### src/rtl/flag_unit.sv
// flag_unit: ALU condition flags (Z, V, N) with same-cycle bypass and a save/restore stack.
// Define FLAG_CARRY_EN to add the carry flag C at flags[3] and the alu_cout input.
module flag_unit #(
    parameter int DATA_W      = 16,
    parameter int STACK_DEPTH = 4,
    localparam int CW         = $clog2(STACK_DEPTH + 1),
`ifdef FLAG_CARRY_EN
    localparam int FW         = 4
`else
    localparam int FW         = 3
`endif
) (
    input  logic              clk,
    input  logic              rst,
    input  logic [1:0]        upd_class,
    input  logic              dis,
    input  logic [DATA_W-1:0] alu_out,
    input  logic              alu_ovfl,
`ifdef FLAG_CARRY_EN
    input  logic              alu_cout,
`endif
    input  logic              push,
    input  logic              pop,
    output logic [FW-1:0]     flags,
    output logic [CW-1:0]     stack_cnt,
    output logic              stack_full,
    output logic              stack_empty,
    output logic              stack_err
);

    localparam int IW = (STACK_DEPTH > 1) ? $clog2(STACK_DEPTH) : 1;
    localparam logic [CW-1:0] DEPTH_C = CW'(STACK_DEPTH);

    logic [FW-1:0] flags_q, flags_d, new_f, alu_f;
    logic [CW-1:0] cnt_q, cnt_d;
    logic          err_q, err_d;
    logic [FW-1:0] stack_q [STACK_DEPTH];
    logic          en_z, en_nv;
    logic          push_ok, pop_ok;
    logic [IW-1:0] wr_idx, rd_idx;

    assign en_z   = !dis && (upd_class == 2'b01 || upd_class == 2'b10);
    assign en_nv  = !dis && (upd_class == 2'b10);
    assign wr_idx = IW'(cnt_q);
    assign rd_idx = IW'(cnt_q - CW'(1));

    assign push_ok = !dis && push && !pop && (cnt_q != DEPTH_C);
    assign pop_ok  = !dis && pop && !push && (cnt_q != '0);

    always_comb begin
        new_f    = '0;
        new_f[0] = (alu_out == '0);
        new_f[1] = alu_ovfl;
        new_f[2] = alu_out[DATA_W-1];
`ifdef FLAG_CARRY_EN
        new_f[3] = alu_cout;
`endif
        alu_f = flags_q;
        if (en_z) alu_f[0] = new_f[0];
        if (en_nv) alu_f[FW-1:1] = new_f[FW-1:1];
    end

    // The visible flags are exactly what the registers load next edge, so one path feeds both.
    assign flags_d = pop_ok ? stack_q[rd_idx] : alu_f;
    assign flags   = flags_d;

    always_comb begin
        cnt_d = cnt_q;
        if (push_ok) cnt_d = cnt_q + CW'(1);
        else if (pop_ok) cnt_d = cnt_q - CW'(1);
        err_d = err_q;
        if (!dis && push && pop) err_d = 1'b1;
        if (!dis && push && !pop && cnt_q == DEPTH_C) err_d = 1'b1;
        if (!dis && pop && !push && cnt_q == '0) err_d = 1'b1;
    end

    always_ff @(posedge clk or negedge rst) begin
        if (!rst) begin
            flags_q <= '0;
            cnt_q   <= '0;
            err_q   <= 1'b0;
        end else begin
            flags_q <= flags_d;
            cnt_q   <= cnt_d;
            err_q   <= err_d;
        end
    end

    // Entry contents need no reset; cnt alone decides what is valid.
    always_ff @(posedge clk) begin
        if (rst && push_ok) stack_q[wr_idx] <= flags_d;
    end

    assign stack_cnt   = cnt_q;
    assign stack_full  = (cnt_q == DEPTH_C);
    assign stack_empty = (cnt_q == '0);
    assign stack_err   = err_q;

endmodule

### config.mk
export PLATFORM = sky130hd
export DESIGN_NAME = flag_unit
export DESIGN_NICKNAME = d
export VERILOG_FILES = /design/src/rtl/flag_unit.sv
export SDC_FILE = /design/constraint.sdc
export NUM_CORES = 1
export LEC_CHECK = 0
export CAP_MARGIN = 30
export CELL_PAD_IN_SITES_DETAIL_PLACEMENT = 1
export CELL_PAD_IN_SITES_GLOBAL_PLACEMENT = 2
export CORE_MARGIN = 4
export CORE_UTILIZATION = 30
export CTS_CLUSTER_SIZE = 20
export DETAILED_ROUTE_END_ITERATION = 8
export PLACE_DENSITY_LB_ADDON = 0.08
export SLEW_MARGIN = 40
export SYNTH_ARGS = -nofsm -noshare
export SYNTH_HDL_FRONTEND = slang
export SYNTH_SLANG_ARGS = --single-unit
### constraint.sdc
create_clock -name clk -period 6.7 [get_ports clk]
set_input_delay 2.01 -clock clk [delete_from_list [all_inputs] [get_ports clk]]
set_output_delay 2.01 -clock clk [all_outputs]
set_load 0.005 [all_outputs]
Word level (Yosys, flattened, before mapping)

Memories as Yosys holds them, arrays and structs flattened.
Cells that the tools add are included.

Memories: 1
Bits in registers: 7
Bits in writable memories: 12
Word-level logic and storage cells: 41
Output and inout bits: 9
Input bits: 24

Memory list:

| memory  | words | bits a word | rd ports | clocked after Yosys merged registers in | wr ports | RTL line | text |
|---|---|---|---|---|---|---|---|
| stack_q | 4     | 3           | 1        | 0                                       | 1        | 37       | `logic [FW-1:0] stack_q [STACK_DEPTH];` |

Mux-type cells: 10
Add/subtract/negate cells: 2
Reduce and logical (&&, ||, !) cells: 21
Equality and inequality tests: 4

Operators with widths:

| operator            | count |
|---|---|
| $logic_not 16->1    | 1 |
| $logic_and 1x1->1   | 12 |
| $mux 3              | 3 |
| $mux 1              | 6 |
| $reduce_bool 3->1   | 2 |
| $add 3x1->3 const B | 1 |
| $eq 3x3->1 const B  | 1 |
| $logic_not 1->1     | 3 |
| $logic_not 3->1     | 1 |
| $ne 3x3->1 const B  | 1 |
| $sub 3x1->3 const B | 1 |
| $eq 2x1->1 const B  | 1 |
| $eq 2x2->1 const B  | 1 |
| $mux 2              | 1 |
| $reduce_bool 2->1   | 1 |
| $logic_or 1x1->1    | 1 |

Depth between registers and ports, before layout

Depth in word-level cells: 7
Mapped depth: 8
Mapped depth without buffers: 6

Least setup slack after synthesis

No wires, ideal clock.

Kind: input port to output port
From: in upd_class[0]
To: out flags[0]
Slack: 1306 ps
Buffers on the path: 0
Data arrival time: 3384 ps
Stages on the path: 6
Data required time: 4690 ps
Cell sequence: inv_1 -> ha_1 -> or4_1 -> nor3_1 -> nand4_1 -> a31oi_1

Longest elaborated chain between the ends: 5
Elaborated cells on any way between the ends: 6
Classes of those cells: eq/ne: 2; mux: 2; reduce/logical: 2

Ends and longest elaborated chain:

| element                                  | RTL line | text |
|---|---|---|
| start: declaration                       | 15       | `input logic [1:0] upd_class,` |
| $eq 2x1->1 or $eq 2x2->1 (tied branches) | 42       | `assign en_z = !dis && (upd_class == 2'b01 \|\| upd_class == 2'b10);` |
| $logic_or 1x1->1 *                       | 42       |  |
| $logic_and 1x1->1 *                      | 42       |  |
| $mux 1 *                                 | 59       | `if (en_z) alu_f[0] = new_f[0];` |
| $mux 3 *                                 | 64       | `assign flags_d = pop_ok ? stack_q[rd_idx] : alu_f;` |
| end: declaration                         | 24       | `output logic [FW-1:0] flags,` |

Every way passes the cells marked *; elsewhere a longest branch is shown, timed or not.

Final worst setup path

Ends and elaborated chain as after synthesis.

==> flow_summary.toml <==
[status]
status = "finished, final reports clean"

[clock_tree]
clock_sinks = 19
clk_pin_slew_ns = 0.11
cts_tree = "yes"
cts_hold_buffers = 0
cts_buffer_depth = 2
clk-insertion-delay-late_ns = 0.30
htreeDepth = 1
post_cts_buffers = 0
root_buffer = "clkbuf_4"
numCtsBuffers = 3
cts-resized-gates = 0

[route]
avgRoutedWirePerCell_um = 14.8
post-route-drc-count = 0
antenna_left = 0
vias_per_cell = 4.66
firstDrtPassIters = 2
wl_mm = 2.26
drtIter0Drc = 9
num_vias = 713

[min_path]
hold_path.class = "reg2reg"
min_from = "stack_err"

[synth]
synth_area_leaders = "edfxtp_1 (37%), dfrtp_1 (18%), ha_1 (9.1%), mux4_2 (7.0%), and3_1 (2.6%)"
synth_warnings = 0
synth_fp_nets = 102
syn_inst = 71
synth_async_sr_flop_share_pct = 36.8
syn_area_um2 = 962
seq_area_frac_synth_pct = 55.7
synth_largest_area_cell = "edfxtp_1"
yosys_most_used_dff = "edfxtp_1"
synth.distinct_cells = 31
syn_area_per_cell_um2 = 13.6
synthMostInstantiatedCell = "edfxtp_1"
synth_commonest_cells = "edfxtp_1 (12), dfrtp_1 (7), ha_1 (7)"
netlist.area_leader.share_pct = 37.5
synth_edf_count = 12
synth-seq-cells = 19

[worst_setup_path]
cp-end-kind = "primary output"
cpPeakStageDelay_ns = 0.50
worst-setup-path-type = "in2out"
crit_chain = "clkdlybuf4s50_1 -> inv_1 -> ha_1 -> or4_1 -> nor3_1 -> nand4_1 -> a31oi_1 -> buf_4 -> clkdlybuf4s50_1"
slowest_stage = "or4_1"
path_common_cell = "clkdlybuf4s50_1"
r2r_start = "stack_cnt[0]"
crit_arrival_ns = 4.42
cp-start-kind = "input pin"
critPathLaunch = "upd_class[0]"
critPathMaxFanout = 6
crit_required_ns = 4.69

[global_route]
overflow = 0
grt_max_degree = 13
grt_pass1_wl_mm = 3.80
grt_pass1_vias = 756
antenna_found_initial = 0
grtUsageTotal_pct = 12.3

[timing]
slew_viol_final = 0
min_period_ns = 6.43
slew_headroom_pct = 71.8
worst_pin_slew_ns = 0.421
setup_viol = 0
hold_violations = 0
min_period_over_period_pct = 96.0
rsz0062_at_grt = "false"
fmax_mhz = 155
tns_ns = 0
finalClockSkew_ns = 0.00121

[floorplan]
core-area_um2 = 3050
dieArea_um2 = 4180
io_pins = 33
chipWidth_um = 64.6
start_util_pct = 31.5
die_h_um = 64.6
rows = 20

[cells_and_area]
finalNonFillerCells = 153
drive_gt1_share_pct = 13.8
fill_cells = 343
diodes = 0
area_growth_syn_to_layout_pct = 44.3
fin_nets = 141

[place]
gp_congestion = 0.717
dp.cells = 149
dp_hpwl_mm = 1.80
port_buffers = 32

[power]
p_leak_nw = 0.539
vdd_drop_max_mv = 0.158
power_density_nw_per_um2 = 308

[flow_run]
maxCapViolations = 0
[path summary, 6_finish.rpt]
check,slack (ns),endpoint,depth (start not counted)
setup / recovery,0.27,flags[0],9
hold / removal,0.51,stack_err,1
setup reg to reg,4.38,stack_q[3][0],7
hold reg to reg,0.51,stack_err,1
max in group asynchronous,4.42,flags_q[1],1
min in group asynchronous,1.99,stack_err,1
[power breakdown]
group          switching [W]  internal, W
logic              0.0000762     0.000119
clock network      0.0000375    0.0000228
registers          0.0000196     0.000153
total               0.000133     0.000295
[kinds of logic (layout without fill, tap and decap cells)]
logic type / count (synthesis) / count (layout) / share of synthesized area [%]
compound gates: 11 / 11 / 7.02
xor+xnor: 1 / 1 / 0.910
fa+ha+maj: 7 / 7 / 9.10
buf+inv: 6 / 44 / 2.47
flops: 19 / 19 / 55.7
mux: 6 / 6 / 10.7
simple gates: 21 / 21 / 14.2
[area by class of cell]
type / instances / area, um^2 / share of cell area (%)
sequential: 19 / 536 / 38.6
multi-input combinational: 46 / 403 / 29.0
timing repair buffer: 36 / 350 / 25.2
tap: 44 / 55.1 / 3.96
clock buffer: 3 / 22.5 / 1.62
inverter: 4 / 15.0 / 1.08
clock inverter: 1 / 7.51 / 0.541
[critical path, delay by kind of cell]
family | cells | cell delay (ns)
AO/OA/AOI/OAI | 1 | 0.20
buffers and inverters | 4 | 1.16
AND/OR/NAND/NOR | 3 | 0.77
adder cells (fa/ha/maj) | 1 | 0.29
[layer usage]
layer | global-route usage (%) | wire, um
met1 | 16.3 | 1100
met2 | 17.4 | 935
met3 | 3.99 | 182
met4 | 7.12 | 44
met5 | 0 | 0
[per-stage QoR]
stage               cell area [um^2]  utilization [%]  setup WS [ns]  hold slack, ns  power [W]
floorplan                        962                -           1.31           0.468   0.000279
CTS                             1390             45.5          0.262           0.505   0.000437
global placement                1360             44.5          0.303           0.465   0.000371
finish                          1390             45.5          0.267           0.506   0.000428
detailed placement              1360             44.5          0.280           0.478   0.000374
global route                    1390             45.5          0.164           0.559   0.000462
[cells in the final DEF, fill, tap and decap left out, drive strengths merged, types with 2 or more instances in the layout]
master / instances
ha: 7
inv: 4
o21ai: 4
clkbuf: 3
and3: 4
edfxtp: 12
mux2i: 2
mux4: 3
a21oi: 2
buf: 4
dfrtp: 7
nor4: 3
clkdlybuf4s50: 32
nor2: 2
nand2: 2
[flip-flops by register name (all words and copies together), names as in the netlist]
name,cells
flags_q,3
stack_cnt,3
stack_err,1
stack_q,12
(Power assumes the default switching activity.)
